===== src/rtl/ipf_pkg.sv =====
// Shared definitions for the in-loop-filter LCU feeder: frame geometry,
// LCU size encoding and FSM state encoding.
package ipf_pkg;

    localparam int unsigned IMG_W = 128;

    // cfg_lcu_size encoding
    localparam logic [1:0] LCU_SZ_16  = 2'd0;
    localparam logic [1:0] LCU_SZ_32  = 2'd1;
    localparam logic [1:0] LCU_SZ_64  = 2'd2;
    localparam logic [1:0] LCU_SZ_BAD = 2'd3;

    localparam int unsigned LCU_PIX_16 = 16;
    localparam int unsigned LCU_PIX_32 = 32;
    localparam int unsigned LCU_PIX_64 = 64;

    typedef logic [2:0] ipf_state_t;

    localparam ipf_state_t ST_IDLE    = 3'd0;
    localparam ipf_state_t ST_FETCH   = 3'd1;
    localparam ipf_state_t ST_WAIT_HI = 3'd2;
    localparam ipf_state_t ST_WAIT_LO = 3'd3;
    localparam ipf_state_t ST_DONE    = 3'd4;

    // log2 of the LCU edge length
    function automatic logic [2:0] lcu_shift(input logic [1:0] size);
        return 3'd4 + 3'(size);
    endfunction

    // Last pixel index inside an LCU row/column
    function automatic logic [5:0] lcu_last_pix(input logic [1:0] size);
        case (size)
            LCU_SZ_16: return 6'(LCU_PIX_16 - 1);
            LCU_SZ_32: return 6'(LCU_PIX_32 - 1);
            default:   return 6'(LCU_PIX_64 - 1);
        endcase
    endfunction

    // Last LCU index along one axis of the 128x128 frame
    function automatic logic [2:0] lcu_last_blk(input logic [1:0] size);
        case (size)
            LCU_SZ_16: return 3'd7;
            LCU_SZ_32: return 3'd3;
            default:   return 3'd1;
        endcase
    endfunction

endpackage


===== src/rtl/ipf_feed_addr_gen.sv =====
// Combinational image address for pixel (r, c) of LCU (lcu_x, lcu_y):
// ((lcu_y*N + r) * IMG_W) + lcu_x*N + c, with N = 16 << size.
module ipf_feed_addr_gen #(
    parameter  int unsigned IMG_W = ipf_pkg::IMG_W,
    localparam int unsigned AW    = $clog2(IMG_W * IMG_W)
) (
    input  logic [2:0]    lcu_x,
    input  logic [2:0]    lcu_y,
    input  logic [5:0]    r,
    input  logic [5:0]    c,
    input  logic [1:0]    size,
    output logic [AW-1:0] addr
);
    import ipf_pkg::*;

    localparam int unsigned RS = $clog2(IMG_W);

    logic [2:0]    w_sh;
    logic [AW-1:0] w_row_abs;
    logic [AW-1:0] w_col_abs;

    assign w_sh      = lcu_shift(size);
    assign w_row_abs = (AW'(lcu_y) << w_sh) + AW'(r);
    assign w_col_abs = (AW'(lcu_x) << w_sh) + AW'(c);
    assign addr      = (w_row_abs << RS) + w_col_abs;

endmodule


===== src/rtl/ipf_lcu_feeder.sv =====
// Streams a 128x128 frame from image memory to the filter stage LCU by LCU,
// pausing for a busy high/low handshake after every row from row 2 onward.
// Optional pixel counter output enabled by IPF_FEED_STAT_EN.
module ipf_lcu_feeder #(
    parameter  int unsigned IMG_W = 128,
    localparam int unsigned AW    = $clog2(IMG_W * IMG_W)
) (
    input  logic          clk,
    input  logic          reset,
    input  logic          start,
    input  logic [1:0]    cfg_lcu_size,
    output logic          img_rd,
    output logic [AW-1:0] img_addr,
    input  logic [7:0]    img_data,
    input  logic          busy,
    output logic          in_en,
    output logic [7:0]    din,
    output logic [2:0]    lcu_x,
    output logic [2:0]    lcu_y,
    output logic [1:0]    lcu_size,
    output logic          done
`ifdef IPF_FEED_STAT_EN
    ,
    output logic [14:0]   pix_cnt
`endif
);
    import ipf_pkg::*;

    ipf_state_t    r_state;
    logic [5:0]    r_row;
    logic [5:0]    r_col;
    logic [2:0]    r_lcu_x;
    logic [2:0]    r_lcu_y;
    logic [1:0]    r_size;
    logic          r_done;
    logic          r_img_rd;
    logic [AW-1:0] r_img_addr;
    logic          r_in_en;

    ipf_state_t    w_state_nxt;
    logic [5:0]    w_row_nxt;
    logic [5:0]    w_col_nxt;
    logic [2:0]    w_x_nxt;
    logic [2:0]    w_y_nxt;
    logic [1:0]    w_size_nxt;
    logic          w_done_nxt;
    logic          w_issue;
    logic          w_start_ok;
    logic [5:0]    w_last_pix;
    logic [2:0]    w_last_blk;
    logic [AW-1:0] w_addr;

    assign w_start_ok = start && (cfg_lcu_size != LCU_SZ_BAD);
    assign w_last_pix = lcu_last_pix(r_size);
    assign w_last_blk = lcu_last_blk(r_size);

    ipf_feed_addr_gen #(
        .IMG_W (IMG_W)
    ) u_addr_gen (
        .lcu_x (r_lcu_x),
        .lcu_y (r_lcu_y),
        .r     (r_row),
        .c     (r_col),
        .size  (r_size),
        .addr  (w_addr)
    );

    // Next-state, scan counters and LCU stepping
    always_comb begin
        w_state_nxt = r_state;
        w_row_nxt   = r_row;
        w_col_nxt   = r_col;
        w_x_nxt     = r_lcu_x;
        w_y_nxt     = r_lcu_y;
        w_size_nxt  = r_size;
        w_done_nxt  = r_done;
        w_issue     = 1'b0;

        case (r_state)
            ST_IDLE, ST_DONE: begin
                if (w_start_ok) begin
                    w_size_nxt  = cfg_lcu_size;
                    w_row_nxt   = '0;
                    w_col_nxt   = '0;
                    w_x_nxt     = '0;
                    w_y_nxt     = '0;
                    w_done_nxt  = 1'b0;
                    w_state_nxt = ST_FETCH;
                end
            end
            ST_FETCH: begin
                w_issue = 1'b1;
                if (r_col == w_last_pix) begin
                    w_col_nxt = '0;
                    // rows 0 and 1 flow straight into the next row
                    if (r_row >= 6'd2) begin
                        w_state_nxt = ST_WAIT_HI;
                    end else begin
                        w_row_nxt = r_row + 6'd1;
                    end
                end else begin
                    w_col_nxt = r_col + 6'd1;
                end
            end
            ST_WAIT_HI: begin
                if (busy) begin
                    w_state_nxt = ST_WAIT_LO;
                end
            end
            ST_WAIT_LO: begin
                if (!busy) begin
                    w_state_nxt = ST_FETCH;
                    if (r_row == w_last_pix) begin
                        w_row_nxt = '0;
                        if (r_lcu_x != w_last_blk) begin
                            w_x_nxt = r_lcu_x + 3'd1;
                        end else begin
                            w_x_nxt = '0;
                            if (r_lcu_y != w_last_blk) begin
                                w_y_nxt = r_lcu_y + 3'd1;
                            end else begin
                                w_y_nxt     = '0;
                                w_done_nxt  = 1'b1;
                                w_state_nxt = ST_DONE;
                            end
                        end
                    end else begin
                        w_row_nxt = r_row + 6'd1;
                    end
                end
            end
            default: begin
                w_state_nxt = ST_IDLE;
            end
        endcase
    end

    always_ff @(posedge clk) begin
        if (reset) begin
            r_state    <= ST_IDLE;
            r_row      <= '0;
            r_col      <= '0;
            r_lcu_x    <= '0;
            r_lcu_y    <= '0;
            r_size     <= '0;
            r_done     <= 1'b0;
            r_img_rd   <= 1'b0;
            r_img_addr <= '0;
            r_in_en    <= 1'b0;
        end else begin
            r_state    <= w_state_nxt;
            r_row      <= w_row_nxt;
            r_col      <= w_col_nxt;
            r_lcu_x    <= w_x_nxt;
            r_lcu_y    <= w_y_nxt;
            r_size     <= w_size_nxt;
            r_done     <= w_done_nxt;
            r_img_rd   <= w_issue;
            r_in_en    <= r_img_rd;
            if (w_issue) begin
                r_img_addr <= w_addr;
            end
        end
    end

`ifdef IPF_FEED_STAT_EN
    logic [14:0] r_pix_cnt;

    always_ff @(posedge clk) begin
        if (reset) begin
            r_pix_cnt <= '0;
        end else if (((r_state == ST_IDLE) || (r_state == ST_DONE)) && w_start_ok) begin
            r_pix_cnt <= '0;
        end else if (r_img_rd) begin
            r_pix_cnt <= r_pix_cnt + 15'd1;
        end
    end

    assign pix_cnt = r_pix_cnt;
`endif

    assign img_rd   = r_img_rd;
    assign img_addr = r_img_addr;
    assign in_en    = r_in_en;
    // Memory data lands the cycle after the read and is forwarded as-is
    assign din      = r_in_en ? img_data : 8'h00;
    assign lcu_x    = r_lcu_x;
    assign lcu_y    = r_lcu_y;
    assign lcu_size = r_size;
    assign done     = r_done;

endmodule


===== config.mk =====
export PLATFORM = sky130hd
export DESIGN_NAME = ipf_lcu_feeder
export DESIGN_NICKNAME = d
export VERILOG_FILES = /design/src/rtl/ipf_pkg.sv /design/src/rtl/ipf_feed_addr_gen.sv /design/src/rtl/ipf_lcu_feeder.sv
export SDC_FILE = /design/constraint.sdc
export NUM_CORES = 1
export LEC_CHECK = 0
export BUFFER_PORTS_ARGS = -buffer_cell sky130_fd_sc_hd__buf_2
export CORE_MARGIN = 4
export CORE_UTILIZATION = 35
export DETAILED_ROUTE_END_ITERATION = 10
export GPL_ROUTABILITY_DRIVEN = 0
export MAX_ROUTING_LAYER = met4
export PLACE_DENSITY = 0.53
export SYNTH_ARGS = -nofsm -noshare
export SYNTH_HDL_FRONTEND = slang
export SYNTH_HIERARCHICAL = 1
export SYNTH_SLANG_ARGS = --single-unit

===== constraint.sdc =====
create_clock -name clk -period 3.1 [get_ports clk]
set_input_delay 0.155 -clock clk [delete_from_list [all_inputs] [get_ports clk]]
set_output_delay 0.155 -clock clk [all_outputs]
set_load 0.02 [all_outputs]

==> flow_summary.yaml <==
final_layout:
  finalNonFillerCells: 459
  synthToLayoutAreaGrowth_pct: 13.8
  fin_util: 0.416
  drive_gt1_frac: 0.208
  fin_area_mm2: 0.00307
  diodes: 0
  fin_nets: 386
clock_tree:
  cts_resized: 0
  postCtsSetupBuffers: 0
  root_buffer: "clkbuf_8"
  cts_tree: "built"
  htreeDepth: 2
  insertion_delay_ns: 0.29
  hold_buffers: 0
  clkTransAtPathRegs_ns: 0.08
  clock_sinks: 40
  cts_made_buffers: 5
  clock_path_buffers: 2
yosys:
  synth_cells: 324
  synth-edff-count: 0
  syn_area_mm2: 0.00270
  syn_nets: 351
  async_flop_share: 0
  ys_warn_count: 6
  synthFlopType: "dfxtp_1"
  ys_types: 61
  ys_ff_latch: 40
  avgSynthCellArea_um2: 8.32
  ys_seq_area_frac: 0.297
timing:
  worst_pin_slew_ns: 0.708
  setup_viol: 0
  max_freq_mhz: 390
  skew_ns: 0.00707
  slew_headroom: 0.528
  grt_setup_unrepaired: "no"
  hold_viol: 0
  tns_ns: 0
  period_minus_slack_ns: 2.56
  fin_crit_sh: 0.826
  worst_hold_slack_ns: 0.160
  fin_ws_ns: 0.539
  drv_slew: 0
grt:
  grt_max_degree: 39
  track_usage: 0.150
  grt_antenna_before_repair: 0
  grt_pass1_vias: 2224
  grt_first_pass_wirelength_um: 10800
  overflow: 0
critical_path:
  critPathLaunch: "lcu_size[0]"
  worstReg2RegEnd: "img_addr[10]"
  cp-endpoint: "img_addr[10]"
  required_ns: 3.26
  path_max_fanout: 14
  regToRegSetupSlack_ns: 0.54
  path_cells: "buf_4 > mux2i_1 > nor2_1 > fa_1 > and2_1 > o2111ai_2 > nor4b_2 > nor3_1 > nand2_1 > a21oi_1"
  r2r-start: "lcu_size[0]"
  cp-end-kind: "flop"
  worst_path_largest_cell_delay_ns: 0.64
  start_kind: "flop"
  crit_arrival_ns: 2.72
  cpMaxStageDelayCell: "dfxtp_1"
  reg2reg_depth: 10
  critical_path_class: "reg2reg"
power_and_ir_drop:
  p_leak_nw: 1.25
  power.total_mw: 1.22
  ir_drop_uv: 194
  p_per_area_mw_per_mm2: 398
detailed_routing:
  drtIter0Drc: 100
  wl_per_cell_um: 13.9
  routed_via_density: 5.15
  drt_pass1_iterations: 4
  drc_errors: 0
  routed_wl_um: 6380
  dr_total_vias: 2362
  ant_nets: 0
placement:
  post-place-cells: 451
  pre_cts_ws_ns: 0.546
  io_buffers: 46
  dp_hpwl_um: 4730
  place_area_mm2: 0.00296
outcome:
  status: "finished, final reports clean"
floorplan:
  start_util: 0.366
  pin_count: 47
  die_w_um: 95.8
  design.core.area_mm2: 0.00737
  die-area_mm2: 0.00917
  die_y_um: 95.8
  fp-row-count: 31
flow_run:
  drv_cap: 0
worst_hold_path:
  min_path_type: "in2reg"
==> Yosys cell counts, types with 3 or more instances <==
cell type,instances,area (um^2)
nand4b_1,3,26.3
a21o_1,3,22.5
nor3_1,6,30.0
dfxtp_1,40,801
buf_4,7,52.6
nor3b_1,3,22.5
nand4_1,3,18.8
nand2b_1,4,25.0
and3_1,8,50.1
xor2_1,4,35.0
xnor2_1,8,70.1
nor2b_1,5,31.3
or3_1,4,25.0
or4_1,5,37.5
mux2i_1,9,90.1
nand3_1,12,60.1
nand2_1,43,161
inv_1,6,22.5
nor2_1,18,67.6
a21oi_1,30,150
o21ai_0,13,65.1
and2_1,10,62.6
buf_2,6,30.0
nand3b_1,8,60.1
a311oi_1,3,26.3
clkbuf_1,8,30.0
ha_1,11,138
==> logic make-up (layout without fill, tap and decap cells) <==
logic type	after synthesis	after routing	share of synthesized area
AOI/OAI and AO/OA	74	74	0.202
xor gates and xnor gates	12	12	0.0390
adders and majority gates	13	13	0.0659
buffers and inverters	28	64	0.0543
DFF	40	40	0.297
muxes	10	10	0.0390
and+or+nand+nor	147	147	0.303
==> registers in the layout (all words and copies together), names as in the netlist <==
| name | flops |
|---|---|
| done | 1 |
| img_addr | 14 |
| img_rd | 1 |
| in_en | 1 |
| lcu_size | 2 |
| lcu_x | 3 |
| lcu_y | 3 |
| r_col | 6 |
| r_row | 6 |
| r_state | 3 |
==> worst min path at each step <==
stage                                from          end  slack (ns)  cells past startpoint
after floorplan           cfg_lcu_size[0]  lcu_size[0]        0.30                      2
after global placement        img_addr[0]  img_addr[0]        0.44                      2
after detailed placement      img_addr[0]  img_addr[0]        0.45                      2
after CTS                 cfg_lcu_size[1]  lcu_size[1]        0.17                      3
after global routing      cfg_lcu_size[0]  lcu_size[0]        0.19                      3
final                     cfg_lcu_size[0]  lcu_size[0]        0.16                      3
==> cell usage in the layout, fill, tap and decap left out, types with 3 or more instances in the layout <==
cell and count:
a21o_1 3, a21oi_1 30, a311oi_1 3, and2_1 10
and3_1 8, buf_2 46, buf_4 4, clkbuf_8 5
dfxtp_1 40, ha_1 11, inv_1 6, mux2i_1 9
nand2_1 43, nand2b_1 4, nand3_1 12, nand3b_1 8
nand4_1 3, nand4b_1 3, nor2_1 18, nor2b_1 5
nor3_1 6, nor3b_1 3, o21ai_0 13, or3_1 4
or4_1 5, xnor2_1 8, xor2_1 4
==> power breakdown <==
part           total [mW]  leakage [nW]  internal (mW)  switching [mW]
combinational       0.230         0.875         0.0881           0.142
clock               0.438        0.0541          0.239           0.199
sequential          0.554         0.323          0.529          0.0244
==> critical path, delay by kind of cell, from the launching register on <==
family,cells,cell delay (ns)
adder cells (fa/ha/maj),1,0.44
AND/OR/NAND/NOR,5,0.69
flip-flops,1,0.64
multiplexers,1,0.20
AO/OA/AOI/OAI,2,0.17
buffers and inverters,1,0.29
==> per-layer routing <==
layer	routed length, um	vias to the layer above	global-route usage
met3	198	4	0.0266
li1	-	1239	-
met1	3220	1088	0.206
met4	57	0	0.0403
met5	0	-	-
met2	2900	31	0.228
==> cell type report <==
| class | count | area [um^2] |
|---|---|---|
| flip-flops and latches | 40 | 801 |
| inverters | 6 | 22.5 |
| clock inverters | 3 | 42.5 |
| repair buffers | 50 | 260 |
| fillers | 792 | 4300 |
| well taps | 99 | 124 |
| multi-input cells | 256 | 1750 |
| clock buffers | 5 | 68.8 |
Power figures use the tool's default switching activity.
